$ cat config.mk
export PLATFORM = sky130hd
export DESIGN_NAME = iq_decim_avg
export DESIGN_NICKNAME = d
export VERILOG_FILES = /design/src/rtl/iq_pkg.sv /design/src/rtl/iq_accum.sv /design/src/rtl/iq_decim_avg.sv
export SDC_FILE = /design/constraint.sdc
export NUM_CORES = 1
export LEC_CHECK = 0
export BUFFER_PORTS_ARGS = -buffer_cell sky130_fd_sc_hd__buf_2
export CAP_MARGIN = 20
export CORE_MARGIN = 1.5
export CORE_UTILIZATION = 54
export DETAILED_ROUTE_END_ITERATION = 10
export PLACE_DENSITY = 0.78
export REMOVE_ABC_BUFFERS = 1
export SLEW_MARGIN = 15
export SYNTH_ARGS = -nofsm -noshare
export SYNTH_HDL_FRONTEND = slang
export SYNTH_SLANG_ARGS = --single-unit
$ cat constraint.sdc
create_clock -name s00_axis_aclk -period 8.1 [get_ports s00_axis_aclk]
set_input_delay 0.405 -clock s00_axis_aclk [delete_from_list [all_inputs] [get_ports s00_axis_aclk]]
set_output_delay 0.405 -clock s00_axis_aclk [all_outputs]
set_load 0.05 [all_outputs]
$ cat src/rtl/iq_pkg.sv
// iq_pkg: shared IQ sample type and rail width for the decimating averager
package iq_pkg;
    localparam int IQ_W = 16;
    typedef struct packed {
        logic signed [IQ_W-1:0] re;
        logic signed [IQ_W-1:0] im;
    } iq_t;
endpackage

$ cat src/rtl/iq_accum.sv
// iq_accum: signed block accumulator for one IQ rail, wide enough that a full block never overflows
import iq_pkg::*;
module iq_accum #(
    parameter int LOG2_DECIM = 4
) (
    input  logic                               clk,
    input  logic                               areset,
    input  logic                               en,
    input  logic                               clr,
    input  logic signed [IQ_W-1:0]             din,
    output logic signed [IQ_W+LOG2_DECIM-1:0]  sum
);
    always_ff @(posedge clk or posedge areset)
        if (areset) sum <= '0;
        else if (clr) sum <= '0;
        else if (en) sum <= sum + (IQ_W+LOG2_DECIM)'(din);
endmodule

$ cat src/rtl/iq_decim_avg.sv
// iq_decim_avg: averages non-overlapping blocks of 2**LOG2_DECIM packed IQ samples, flushing short blocks on tlast
import iq_pkg::*;
module iq_decim_avg #(
    parameter int C_S00_AXIS_TDATA_WIDTH = 32,
    parameter int C_M00_AXIS_TDATA_WIDTH = 32,
    parameter int LOG2_DECIM             = 4,
    parameter int FCNT_W                 = 16
) (
    input  logic                                  s00_axis_aclk,
    input  logic                                  s00_axis_areset,
    input  logic [C_S00_AXIS_TDATA_WIDTH-1:0]     s00_axis_tdata,
    input  logic                                  s00_axis_tvalid,
    input  logic                                  s00_axis_tlast,
    output logic                                  s00_axis_tready,
    output logic [C_M00_AXIS_TDATA_WIDTH-1:0]     m00_axis_tdata,
    output logic                                  m00_axis_tvalid,
    output logic                                  m00_axis_tlast,
    output logic [C_M00_AXIS_TDATA_WIDTH/8-1:0]   m00_axis_tstrb,
    input  logic                                  m00_axis_tready,
    output logic [FCNT_W-1:0]                     frame_count
);
    localparam int AW    = IQ_W + LOG2_DECIM;
    localparam int DECIM = 1 << LOG2_DECIM;
    localparam int CW    = LOG2_DECIM == 0 ? 1 : LOG2_DECIM;
    iq_t                  s_iq;
    logic                 acc;
    logic                 close;
    logic [CW-1:0]        cnt;
    logic signed [AW-1:0] sum_re, sum_im, tot_re, tot_im;
    assign s_iq            = s00_axis_tdata;
    assign s00_axis_tready = !m00_axis_tvalid || m00_axis_tready;
    assign m00_axis_tstrb  = '1;
    assign acc             = s00_axis_tvalid && s00_axis_tready;
    assign close           = s00_axis_tlast || cnt == CW'(DECIM - 1);
    // The closing sample is folded in combinationally so the block closes without an input bubble
    assign tot_re          = sum_re + AW'(s_iq.re);
    assign tot_im          = sum_im + AW'(s_iq.im);
    iq_accum #(.LOG2_DECIM(LOG2_DECIM)) u_acc_re (
        .clk(s00_axis_aclk), .areset(s00_axis_areset), .en(acc), .clr(acc && close),
        .din(s_iq.re), .sum(sum_re)
    );
    iq_accum #(.LOG2_DECIM(LOG2_DECIM)) u_acc_im (
        .clk(s00_axis_aclk), .areset(s00_axis_areset), .en(acc), .clr(acc && close),
        .din(s_iq.im), .sum(sum_im)
    );
    always_ff @(posedge s00_axis_aclk or posedge s00_axis_areset)
        if (s00_axis_areset) cnt <= '0;
        else if (acc) cnt <= close ? '0 : cnt + 1'b1;
    // Fixed shift even for short blocks: output is sum/2**LOG2_DECIM, floored
    always_ff @(posedge s00_axis_aclk or posedge s00_axis_areset)
        if (s00_axis_areset) begin
            m00_axis_tdata  <= '0;
            m00_axis_tvalid <= 1'b0;
            m00_axis_tlast  <= 1'b0;
        end else if (acc && close) begin
            m00_axis_tdata  <= C_M00_AXIS_TDATA_WIDTH'({IQ_W'(tot_re >>> LOG2_DECIM), IQ_W'(tot_im >>> LOG2_DECIM)});
            m00_axis_tvalid <= 1'b1;
            m00_axis_tlast  <= s00_axis_tlast;
        end else if (m00_axis_tready) begin
            m00_axis_tvalid <= 1'b0;
            m00_axis_tlast  <= 1'b0;
        end
    always_ff @(posedge s00_axis_aclk or posedge s00_axis_areset)
        if (s00_axis_areset) frame_count <= '0;
        else if (m00_axis_tvalid && m00_axis_tready && m00_axis_tlast) frame_count <= frame_count + 1'b1;
endmodule

# After elaboration in Yosys (flattened, before gate mapping)
# Index checks and enable logic that the tools add are counted.
[op_classes]
n_eq_ne = 1
mul = 0
shift = 0
div = 0
add_sub_neg = 4
bitwise = 0
magnitude_cmp = 0
n_reduce_logical = 9
n_mux = 8
[ops]
columns = ["cell", "count"]
rows = [
  ["$mux 20", 4],
  ["$add 20x16->20", 2],
  ["$add 16x1->16 const B", 1],
  ["$add 4x1->4 const B", 1],
  ["$eq 4x4->1 const B", 1],
  ["$logic_and 1x1->1", 4],
  ["$mux 4", 1],
  ["$reduce_bool 2->1", 2],
  ["$mux 1", 3],
  ["$logic_or 1x1->1", 2],
  ["$logic_not 1->1", 1],
]
[word_totals]
register_bits = 94
latchBits = 0
wordCells = 29
out_inout_bits = 55
memories = 0
inputBits = 37
ramBits = 0
romBits = 0

# Depth between registers and ports, before layout
# Gate-level depths: netlist (run 1).
[depth]
depth_word = 5
mapped_depth = 10
mapped_depth_nobuf = 10

# By module
# From an unflattened synthesis (run 1), not the netlist that was laid out.
[hier_totals]
cells_unflattened = 823
hier_area_um2 = 7248.2
[by_module_without_submodules]
columns = ["module", "n_inst", "area_per_inst_um2", "cells_each", "seq_area_each_um2"]
rows = [
  ["iq_decim_avg", 1, 3592.2, 396, 1351.3],
  ["iq_accum at u_acc_im", 1, 1859.3, 227, 500.5],
  ["iq_accum at u_acc_re", 1, 1796.7, 200, 500.5],
]

# Least setup slack after synthesis (run 1)
# OpenSTA, ideal clock, no wires.
[synth_timing]
path_kind = "input to register"
startpoint = "input port s00_axis_tdata[16]"
endpoint = "register m00_axis_tdata[26]"
setup_ns = 0.125
path_slack_ns = 5.714
path_stages = 10
t_arrival_ns = 2.262
path_buffers = 0
t_required_ns = 7.975
cell_sequence = "ha_1 > inv_1 > fa_1 > nor2b_1 > o2111ai_1 > a21oi_1 > nor3_1 > o31ai_1 > xor2_1 > mux2_2"
[synth_between]
elab_chain_cells = 1
[synth_rtl]
columns = ["element", "line_no", "rtl"]
rows = [
  ["start, declared", "iq_decim_avg.sv:11", "input logic [C_S00_AXIS_TDATA_WIDTH-1:0] s00_axis_tdata,"],
  ["$add 20x16->20", "iq_decim_avg.sv:36", "assign tot_re = sum_re + AW'(s_iq.re);"],
  ["end signal, assigned", "iq_decim_avg.sv:56", "m00_axis_tdata <= C_M00_AXIS_TDATA_WIDTH'({IQ_W'(tot_re >>> LOG2_DECIM), IQ_W'(tot_im >>> LOG2_DECIM)});"],
  ["end, declared", "iq_decim_avg.sv:15", "output logic [C_M00_AXIS_TDATA_WIDTH-1:0] m00_axis_tdata,"],
]
# Every way passes these cells.
# A chain may end at the register's enable or synchronous reset.

# Worst setup path in the final report (run 1)
[layout_timing]
startpoint = "register u_acc_re.sum[0]"
endpoint = "register m00_axis_tdata[26]"
[layout_between]
elab_chain_cells = 1
[layout_rtl]
columns = ["element", "line_no", "rtl"]
rows = [
  ["start, declared", "iq_accum.sv:11", "output logic signed [IQ_W+LOG2_DECIM-1:0] sum"],
  ["start signal, assigned", "iq_accum.sv:16", "else if (en) sum <= sum + (IQ_W+LOG2_DECIM)'(din);"],
  ["$add 20x16->20", "iq_decim_avg.sv:36", ""],
]
# Every way passes these cells.

==> out/qor.yml, run 1 <==
status: "complete, no violations"
placed_cell_area_um2: 6210
die_x_um: 105
p_comb_frac: 0.565
drc_errors: 0
htree_levels: 3
power.leakage_nw: 3.14
fill_cells: 907
drv_slew: 0
ys_warn_count: 0
powerDensity_nw_per_um2: 372
cts_tree: "yes"
cpMaxStageDelayCell: "fa_1"
io_pins: 92
synth_edf_count: 0
start_kind: "flip-flop"
critPathMaxFanout: 3
grt_pass1_wl_um: 22300
final.setup.tns_ps: 0
grt_overflow: 0
ir_drop_uv: 203
postRouteAntennaNets: 0
switching_share: 0.484
syn_area_um2: 5650
crit_chain: "ha_1 > inv_1 > fa_1 > nor2b_1 > o2111ai_1 > a21oi_1 > nor3_1 > o31ai_1 > xor2_1 > mux2_2"
fin_skew_ps: 11.9
area_growth_pct: 13.0
final_util: 0.624
hpwl_um: 9500
worstMarginPinSlew_ps: 964
synth_area_leaders: "dfrtp_1 (42%), ha_1 (8.9%), nand2_1 (6.3%), xnor2_1 (3.9%), o21ai_0 (3.3%)"
cts_root_buf: "clkbuf_8"
portBuffers: 87
cp-end-kind: "flip-flop"
cts_setup_buffers: 0
rsz0062_at_grt: "false"
grt_max_degree: 64
core_um2: 10200
die_area_um2: 11100
drive_above_1_share: 0.193
arrival_ps: 2910
p_sw_w: 0.00115
setup-violations-final: 0
synth-seq-cells: 94
drt_first_pass_iters: 4
clock_sinks: 94
clk_latency_ps: 380
finalInstanceArea_um2: 6390
antenna_found_initial: 0
vias_per_cell: 5.76
post_cts_resized: 0
cp.buffers_inverters: 1
netlist_instances: 601
synth_top_area_frac: 0.416
hold_violations: 0
postRouteWirelength_um: 13100
hold_path_class: "primary input to async pin"
synth.largest_area_cell: "dfrtp_1"
relSlewSlack: 0.357
cts.path.max_buffers: 2
num-nets-final: 763
dr_total_vias: 4747
diodes: 0
synth-async-reset-ratio: 1.00
std_cell_rows: 37
seq_area_frac_synth: 0.416
wire_per_inst_um: 15.9
synth_top_flop_cell: "dfrtp_1"
grt_pass1_vias: 4750
initial_core_util: 0.553
clk_pin_slew_ps: 90
final.min_clock_period_ps: 2640
syn_area_per_cell_um2: 9.41
fmax_mhz: 379
drt-initial-drc-count: 202
synth.distinct_cells: 59
p_int_w: 0.00123
gp_congestion: 0.915
maxCapViolations: 0
finalCritPeriodShare: 0.326
cp_top_family: "compound AO/OA/AOI/OAI gates"
required_ps: 8370
clkPwrFrac: 0.123
path_class: "flip-flop to flip-flop"
max_stage_delay_ps: 380
globalRouteTotalUtil: 0.251
power_frac_seq: 0.313
chipHeight_um: 105
cts_inserted_buffers: 9
hold_buffers: 0
state kept, by name, indices dropped and copies added (netlist names):
name,cells
m00_axis_tdata,32
u_acc_im.sum,20
u_acc_re.sum,20
frame_count,16
cnt,4
m00_axis_tlast,1
m00_axis_tvalid,1
synthesized netlist by cell type, types with 14 or more instances:
cell and n:
dfrtp_1 94, nand2_1 95, inv_1 17, a22o_1 17, xor2_1 17, xnor2_1 25, ha_1 40, nor2_1 32
a21o_1 14, clkbuf_1 18, nand3_1 18, o21ai_0 37, a21oi_1 31
path summary, 6_finish.rpt:
path                                           startpoint                        endpoint  slack, ps  cells past startpoint
max in group asynchronous                 s00_axis_areset  m00_axis_tdata[17]$_DFFE_PP0P_       6960                      3
min in group s00_axis_aclk                 s00_axis_tlast              cnt[2]$_DFFE_PP0P_        280                      2
max reg2reg                   u_acc_re.sum[0]$_DFFE_PP0P_  m00_axis_tdata[26]$_DFFE_PP0P_       5460                     10
min reg2reg                 m00_axis_tdata[2]$_DFFE_PP0P_   m00_axis_tdata[2]$_DFFE_PP0P_        470                      2
max                           u_acc_re.sum[0]$_DFFE_PP0P_  m00_axis_tdata[26]$_DFFE_PP0P_       5460                     10
min                                       s00_axis_areset     frame_count[11]$_DFFE_PP0P_         10                      2
power by group through the flow:
stage | logic [W] | registers [W] | clock network [W]
after floorplan | 0.000753 | 0.00104 | 0
after global placement | 0.00130 | 0.000743 | 0
after detailed placement | 0.00133 | 0.000751 | 0
after CTS | 0.00134 | 0.000745 | 0.000301
after global routing | 0.00147 | 0.000767 | 0.000316
final | 0.00134 | 0.000744 | 0.000292
cell type report:
class,instances,area (µm²),area share
Inverter,17,66.3,0.0104
Timing Repair Buffer,93,480,0.0752
Clock inverter,3,20.0,0.00313
Tap cell,136,170,0.0266
Multi-Input combinational cell,469,3140,0.492
Clock buffer,12,155,0.0243
Sequential cell,94,2350,0.368
metrics by stage:
stage / total power, W / setup slack, ps / cells / hold WS [ps]
detailed placement: 0.00209 / 5370 / 809 / 437
floorplan: 0.00179 / 4700 / 580 / 443
finish: 0.00238 / 5460 / 824 / 13.9
global route: 0.00255 / 5230 / 824 / 51.9
CTS: 0.00239 / 5480 / 824 / 24.6
global placement: 0.00205 / 5420 / 809 / 421
cell usage in the layout, fill, tap and decap left out, types with 6 or more instances in the layout:
cell type | Yosys | layout
buf_2 | 1 | 87
or3_1 | 7 | 7
clkbuf_8 | 0 | 11
nand3_1 | 18 | 18
xnor2_1 | 25 | 25
nand4_1 | 7 | 7
a31oi_1 | 8 | 8
o31ai_1 | 9 | 9
buf_4 | 4 | 6
a22o_1 | 17 | 17
inv_1 | 17 | 16
nand2_1 | 95 | 95
a21oi_1 | 31 | 31
and3_1 | 8 | 8
o21ai_0 | 37 | 37
o21ai_1 | 8 | 8
nor3_1 | 9 | 9
nor2_1 | 32 | 31
a21o_1 | 14 | 14
nor2b_1 | 8 | 8
xor2_1 | 17 | 17
ha_1 | 40 | 40
dfrtp_1 | 94 | 94
o211ai_1 | 6 | 6
and2_1 | 6 | 6
mux2_2 | 13 | 13
worst reg2reg max path, cell delays in order, from the launching register on:
cell	delay, ps
dfrtp_1	370
ha_1	220
inv_1	80
fa_1	380
nor2b_1	210
o2111ai_1	190
a21oi_1	280
nor3_1	140
o31ai_1	280
xor2_1	120
mux2_2	270
cells by family (layout without fill, tap and decap cells):
logic type / count (synthesis) / count (layout) / synth area share
AND/OR/NAND/NOR: 200 / 200 / 0.164
XOR/XNOR: 42 / 42 / 0.0651
other: 1 / 4 / 0.000663
buffers and inverters: 41 / 125 / 0.0301
adder cells (fa/ha/maj): 42 / 42 / 0.0956
multiplexers: 13 / 13 / 0.0259
AO/OA/AOI/OAI: 168 / 168 / 0.202
flip-flops: 94 / 94 / 0.416
per-layer routing:
metal,up-vias,track usage,part of all wire
met5,-,0,0
met4,0,0.101,0.021
met3,19,0.0303,0.044
met2,138,0.439,0.50
met1,2262,0.316,0.43
li1,2328,-,-
Note: power is estimated with default switching activity, not from simulation.
==> inputs of run 2 (changes only) <==
Clock period 8.1 ns to 2.6 ns, I/O delays scaled along.
==> out/qor.yml, run 2 (synthesis gave the netlist of run 1 again) <==
status: "complete, no violations"
fill_cells: 847  # -6.6%
relSlewSlack: 0.607  # +0.251
start_kind: "flip-flop"
wire_per_inst_um: 16.0  # +0.38%
required_ps: 2880  # -5490 ps
largest_reg_flops: 32  # unchanged
hold_end: "cnt[2]$_DFFE_PP0P_"
gp_congestion: 0.889  # -2.9%
portBuffers: 87  # unchanged
crit_chain: "ha_1 > o21ai_1 > nor4_2 > o32ai_2 > o21ai_2 > a21oi_2 > xnor2_1 > mux2_2"
drv_slew: 0  # unchanged
ff2ff_path_depth: 8  # -2
timing.rr.end: "m00_axis_tdata[29]$_DFFE_PP0P_"
drt_first_pass_iters: 5  # +1
cts.path.max_buffers: 2  # unchanged
grt_pass1_wl_um: 22300  # +0.19%
drt-initial-drc-count: 206  # +2.0%
rsz0062_at_grt: "true"
hold_path_class: "primary input to flip-flop"
cp.buffers_inverters: 0  # -1
hold_depth: 2
max_stage_delay_ps: 510  # +130 ps
final_util: 0.644  # +0.0191
top_register: "m00_axis_tdata"
dr_total_vias: 4874  # +2.7%
final_cell_mix: "nand2_1 (95), dfrtp_1 (94), buf_2 (87)"
cts_tree: "yes"
drive_above_1_share: 0.225  # +0.0319
worst_slack_ps: 105  # -5350 ps
antenna_found_initial: 0  # unchanged
final.min_clock_period_ps: 2500  # -146 ps
cts_inserted_buffers: 9  # unchanged
maxCapViolations: 0  # unchanged
grt_max_degree: 49  # -23%
hold_violations: 0  # unchanged
postRouteWirelength_um: 13300  # +1.5%
globalRouteTotalUtil: 0.250  # -0.00177
ir_drop_uv: 633  # +210%
final_common_cell: "nand2_1"
multiInputGateArea_um2: 3250  # +3.5%
r2r_start: "u_acc_re.sum[2]$_DFFE_PP0P_"
vias_per_cell: 5.85  # +1.6%
area_growth_pct: 16.5
setup-violations-final: 0  # unchanged
clk_latency_ps: 390  # about the same
cp_top_family: "compound AO/OA/AOI/OAI gates"
cp-end-kind: "flip-flop"
chipHeight_um: 105  # unchanged
cts_root_buf: "clkbuf_8"
postRouteAntennaNets: 0  # unchanged
grt_overflow: 0  # unchanged
fmax_mhz: 401  # +5.9%
die_x_um: 105  # unchanged
fin_skew_ps: 12.4  # +0.505 ps
io_pins: 92  # unchanged
post-place-ws_ps: 11.8  # -5360 ps
die_area_um2: 11100  # unchanged
drc_errors: 0  # unchanged
finalCritPeriodShare: 0.960  # +0.634
powerDensity_nw_per_um2: 1160  # +210%
seq_area_um2: 2350  # unchanged
cpMaxStageDelayCell: "nor4_2"
hpwl_um: 9640  # +1.4%
min_from: "s00_axis_tlast"
num-nets-final: 771  # +1.0%
htree_levels: 3  # unchanged
critPathMaxFanout: 4  # +1
std_cell_rows: 37  # unchanged
clk_pin_slew_ps: 100  # about the same
hold_ws_ps: 32.3  # +18.4 ps
arrival_ps: 2770  # -140 ps
initial_core_util: 0.553  # unchanged
core_um2: 10200  # unchanged
power.leakage_nw: 3.20  # +2.2%
clock_sinks: 94  # unchanged
largest_registers: "m00_axis_tdata: 32 flops, u_acc_im.sum: 20 flops, u_acc_re.sum: 20 flops"
grt_pass1_vias: 4831  # +1.7%
path_class: "flip-flop to flip-flop"
rrSetupSlack_ps: 100  # -5350 ps
worstMarginPinSlew_ps: 589  # -375 ps
diodes: 0  # unchanged
-- run 2: changes by cell type in the layout (fill, tap and decap cells not counted), moves of 2 or more --
cell / delta
buf_4: +6
a21oi_2: +3
ha_1: -3
a21oi_1: -3
ha_4: +2
-- run 2: timing repair --
item	in CTS	in global routing
setup endpoints to repair	0	22
resized for setup	0	20
hold endpoints to repair	47	0
hold buffers	1	0
setup buffers	0	1
-- run 2: how the worst max path moves through the flow --
| stage | startpoint | end | cells past startpoint |
|---|---|---|---|
| 2_1_floorplan | m00_axis_tvalid$_DFFE_PP0P_ | m00_axis_tdata[10]$_DFFE_PP0P_ | 4 |
| 3_3_place_gp | u_acc_re.sum[0]$_DFFE_PP0P_ | m00_axis_tdata[26]$_DFFE_PP0P_ | 10 |
| 4_1_cts | u_acc_re.sum[0]$_DFFE_PP0P_ | m00_axis_tdata[26]$_DFFE_PP0P_ | 10 |
| 6_report | u_acc_re.sum[2]$_DFFE_PP0P_ | m00_axis_tdata[29]$_DFFE_PP0P_ | 8 |
| 5_1_grt | u_acc_im.sum[1]$_DFFE_PP0P_ | m00_axis_tdata[13]$_DFFE_PP0P_ | 8 |
| 3_5_place_dp | u_acc_re.sum[0]$_DFFE_PP0P_ | m00_axis_tdata[26]$_DFFE_PP0P_ | 10 |
-- run 2: layer usage --
metal  global-route usage  share of wire
met5                    0              0
met1                0.313           0.44
met4                0.114          0.026
met3               0.0408          0.044
met2                0.423           0.49
-- run 2: per-stage QoR --
stage          TNS [ps]  area [µm²]  power (W)  cells
2_1_floorplan    -21190        5560    0.00558    580
3_3_place_gp          0        6270    0.00639    815
3_5_place_dp          0        6270    0.00651    815
4_1_cts               0        6460    0.00748    832
5_1_grt            -193        6580    0.00816    833
6_report              0        6580    0.00762    833
-- run 2: final cells by class --
| cell class | count | share of cell area |
|---|---|---|
| Multi-Input combinational cell | 469 | 0.494 |
| Sequential cell | 94 | 0.357 |
| Timing Repair Buffer | 101 | 0.0844 |
| Tap cell | 136 | 0.0258 |
| Clock buffer | 12 | 0.0236 |
| Inverter | 17 | 0.0101 |
| Clock inverter | 4 | 0.00475 |
-- run 2: worst register-to-register path, delay by kind of cell, from the launching register on --
kind / cells / cell delay, ps
xor gates and xnor gates: 1 / 140
DFF: 1 / 400
AOI/OAI and AO/OA: 4 / 730
adders and majority gates: 1 / 350
and+or+nand+nor: 1 / 510
muxes: 1 / 260
-- run 2: power by group --
group          switching, W  internal [W]  leakage [nW]
clock              0.000542      0.000402        0.0848
sequential         0.000333       0.00199          1.20
combinational       0.00282       0.00153          1.92
total               0.00370       0.00392          3.20
==> inputs of run 3 (changes only) <==
Settings changed: CORE_MARGIN 1.5 to 2, REMOVE_ABC_BUFFERS 1 to default.
Clock period 2.6 ns to 3 ns, I/O delays scaled along.
==> out/qor.yml, run 3 (synthesis gave the netlist of run 1 again) <==
cts_tree: "yes"
std_cell_rows: 37  # unchanged
hold_depth: 2  # unchanged
largest_registers: "m00_axis_tdata: 32 flops, u_acc_im.sum: 20 flops, u_acc_re.sum: 20 flops"
globalRouteTotalUtil: 0.248  # -0.00164
htree_levels: 3  # unchanged
top_register: "m00_axis_tdata"
crit_chain: "ha_1 > inv_1 > fa_1 > nor2b_1 > o2111ai_1 > a21oi_1 > nor3_1 > o31ai_1 > xor2_1 > mux2_2"
cpMaxStageDelayCell: "dfrtp_1"
postRouteWirelength_um: 13300  # -0.38%
io_pins: 92  # unchanged
worstMarginPinSlew_ps: 701  # +111 ps
maxCapViolations: 0  # unchanged
cts_root_buf: "clkbuf_8"
drt_first_pass_iters: 4  # -1
setup-violations-final: 0  # unchanged
arrival_ps: 2940  # +170 ps
power.leakage_nw: 3.19  # -0.48%
drc_errors: 0  # unchanged
grt_max_degree: 55  # +12%
finalCritPeriodShare: 0.893  # -0.0671
ir_drop_uv: 590  # -6.8%
die_area_um2: 11300  # +1.9%
r2r_start: "u_acc_re.sum[0]$_DFFE_PP0P_"
path_class: "flip-flop to flip-flop"
drive_above_1_share: 0.198  # -0.0276
cts.path.max_buffers: 2  # unchanged
chipHeight_um: 106  # +0.95%
min_from: "s00_axis_tlast"
finalInstanceArea_um2: 6500  # -1.3%
clk_latency_ps: 380  # about the same
max_stage_delay_ps: 370  # -140 ps
final.setup.tns_ps: 0  # unchanged
dr_total_vias: 4777  # -2.0%
postRouteAntennaNets: 0  # unchanged
cp-end-kind: "flip-flop"
ff2ff_path_depth: 10  # +2
clock_sinks: 94  # unchanged
drt-initial-drc-count: 204  # -0.97%
gp_congestion: 0.889  # about the same
hpwl_um: 9650  # +0.13%
diodes: 0  # unchanged
status: "complete, no violations"
final_cells: 829  # -0.48%
cp_top_family: "compound AO/OA/AOI/OAI gates"
crit_cells: 10  # +2
cts_setup_buffers: 0  # unchanged
num-nets-final: 767  # -0.52%
grt_pass1_vias: 4769  # -1.3%
antenna_found_initial: 0  # unchanged
vias_per_cell: 5.76  # -1.5%
powerDensity_nw_per_um2: 1030  # -11%
critPathMaxFanout: 3  # -1
required_ps: 3260  # +380 ps
relSlewSlack: 0.532  # -0.0754
hold_path_class: "primary input to flip-flop"
hold_violations: 0  # unchanged
rsz0062_at_grt: "false"
core_um2: 10200  # unchanged
wire_per_inst_um: 16.0  # about the same
initial_core_util: 0.553  # unchanged
hold_buffers: 1  # unchanged
area_growth_pct: 15.0
final.min_clock_period_ps: 2680  # +183 ps
cts_inserted_buffers: 9  # unchanged
final_util: 0.635  # -0.00832
fmax_mhz: 373  # -6.8%
final_cell_mix: "nand2_1 (95), dfrtp_1 (94), buf_2 (87)"
crit_start: "u_acc_re.sum[0]$_DFFE_PP0P_"
portBuffers: 87  # unchanged
dp.cells: 812  # -0.37%
fin_skew_ps: 14.9  # +2.51 ps
final_common_cell: "nand2_1"
grt_overflow: 0  # unchanged
placed_cell_area_um2: 6240  # -0.52%
start_kind: "flip-flop"
clk_pin_slew_ps: 100  # about the same
grt_pass1_wl_um: 22400  # +0.31%
die_x_um: 106  # +0.95%
largest_reg_flops: 32  # unchanged
post_cts_resized: 0  # unchanged
cp.buffers_inverters: 1  # +1
drv_slew: 0  # unchanged
-- run 3: worst register-to-register path, stage by stage, from the launching register on --
cell and delay, ps:
dfrtp_1 370, ha_1 220, inv_1 70, fa_1 370
nor2b_1 240, o2111ai_1 190, a21oi_1 270, nor3_1 140
o31ai_1 290, xor2_1 120, mux2_2 270
-- run 3: metal layers --
| layer | GRT usage | vias up | part of all wire |
|---|---|---|---|
| met3 | 0.0276 | 18 | 0.036 |
| li1 | - | 2329 | - |
| met4 | 0.103 | 0 | 0.020 |
| met2 | 0.418 | 106 | 0.49 |
| met5 | 0 | - | 0 |
| met1 | 0.325 | 2324 | 0.46 |
-- run 3: cell type report --
| type | count | area [µm²] |
|---|---|---|
| timing repair buffer | 97 | 513 |
| inverter | 17 | 66.3 |
| multi-input combinational | 469 | 3150 |
| tap | 136 | 170 |
| clock inverter | 5 | 106 |
| sequential | 94 | 2350 |
| fill | 870 | 3730 |
| clock buffer | 11 | 141 |
-- run 3: path summary, 6_finish.rpt --
path                                                   to  slack (ps)
min in group asynchronous    u_acc_im.sum[11]$_DFFE_PP0P_         420
setup / recovery           m00_axis_tdata[26]$_DFFE_PP0P_         320
max in group asynchronous  m00_axis_tdata[21]$_DFFE_PP0P_        1840
hold reg to reg               frame_count[15]$_DFFE_PP0P_         480
setup reg to reg           m00_axis_tdata[26]$_DFFE_PP0P_         320
hold / removal                         cnt[2]$_DFFE_PP0P_          40
-- run 3: power by group --
part	internal (W)	total, W	switching [W]
clock network	0.000579	0.00104	0.000466
logic	0.00126	0.00365	0.00239
registers	0.00172	0.00201	0.000291
-- run 3: metrics by stage --
step                power (W)  setup slack, ps  hold slack (ps)
finish                0.00670              322             39.2
global route          0.00716              196             55.1
CTS                   0.00671              350             36.5
detailed placement    0.00565              398              292
global placement      0.00555              507              282
floorplan             0.00486              401              257
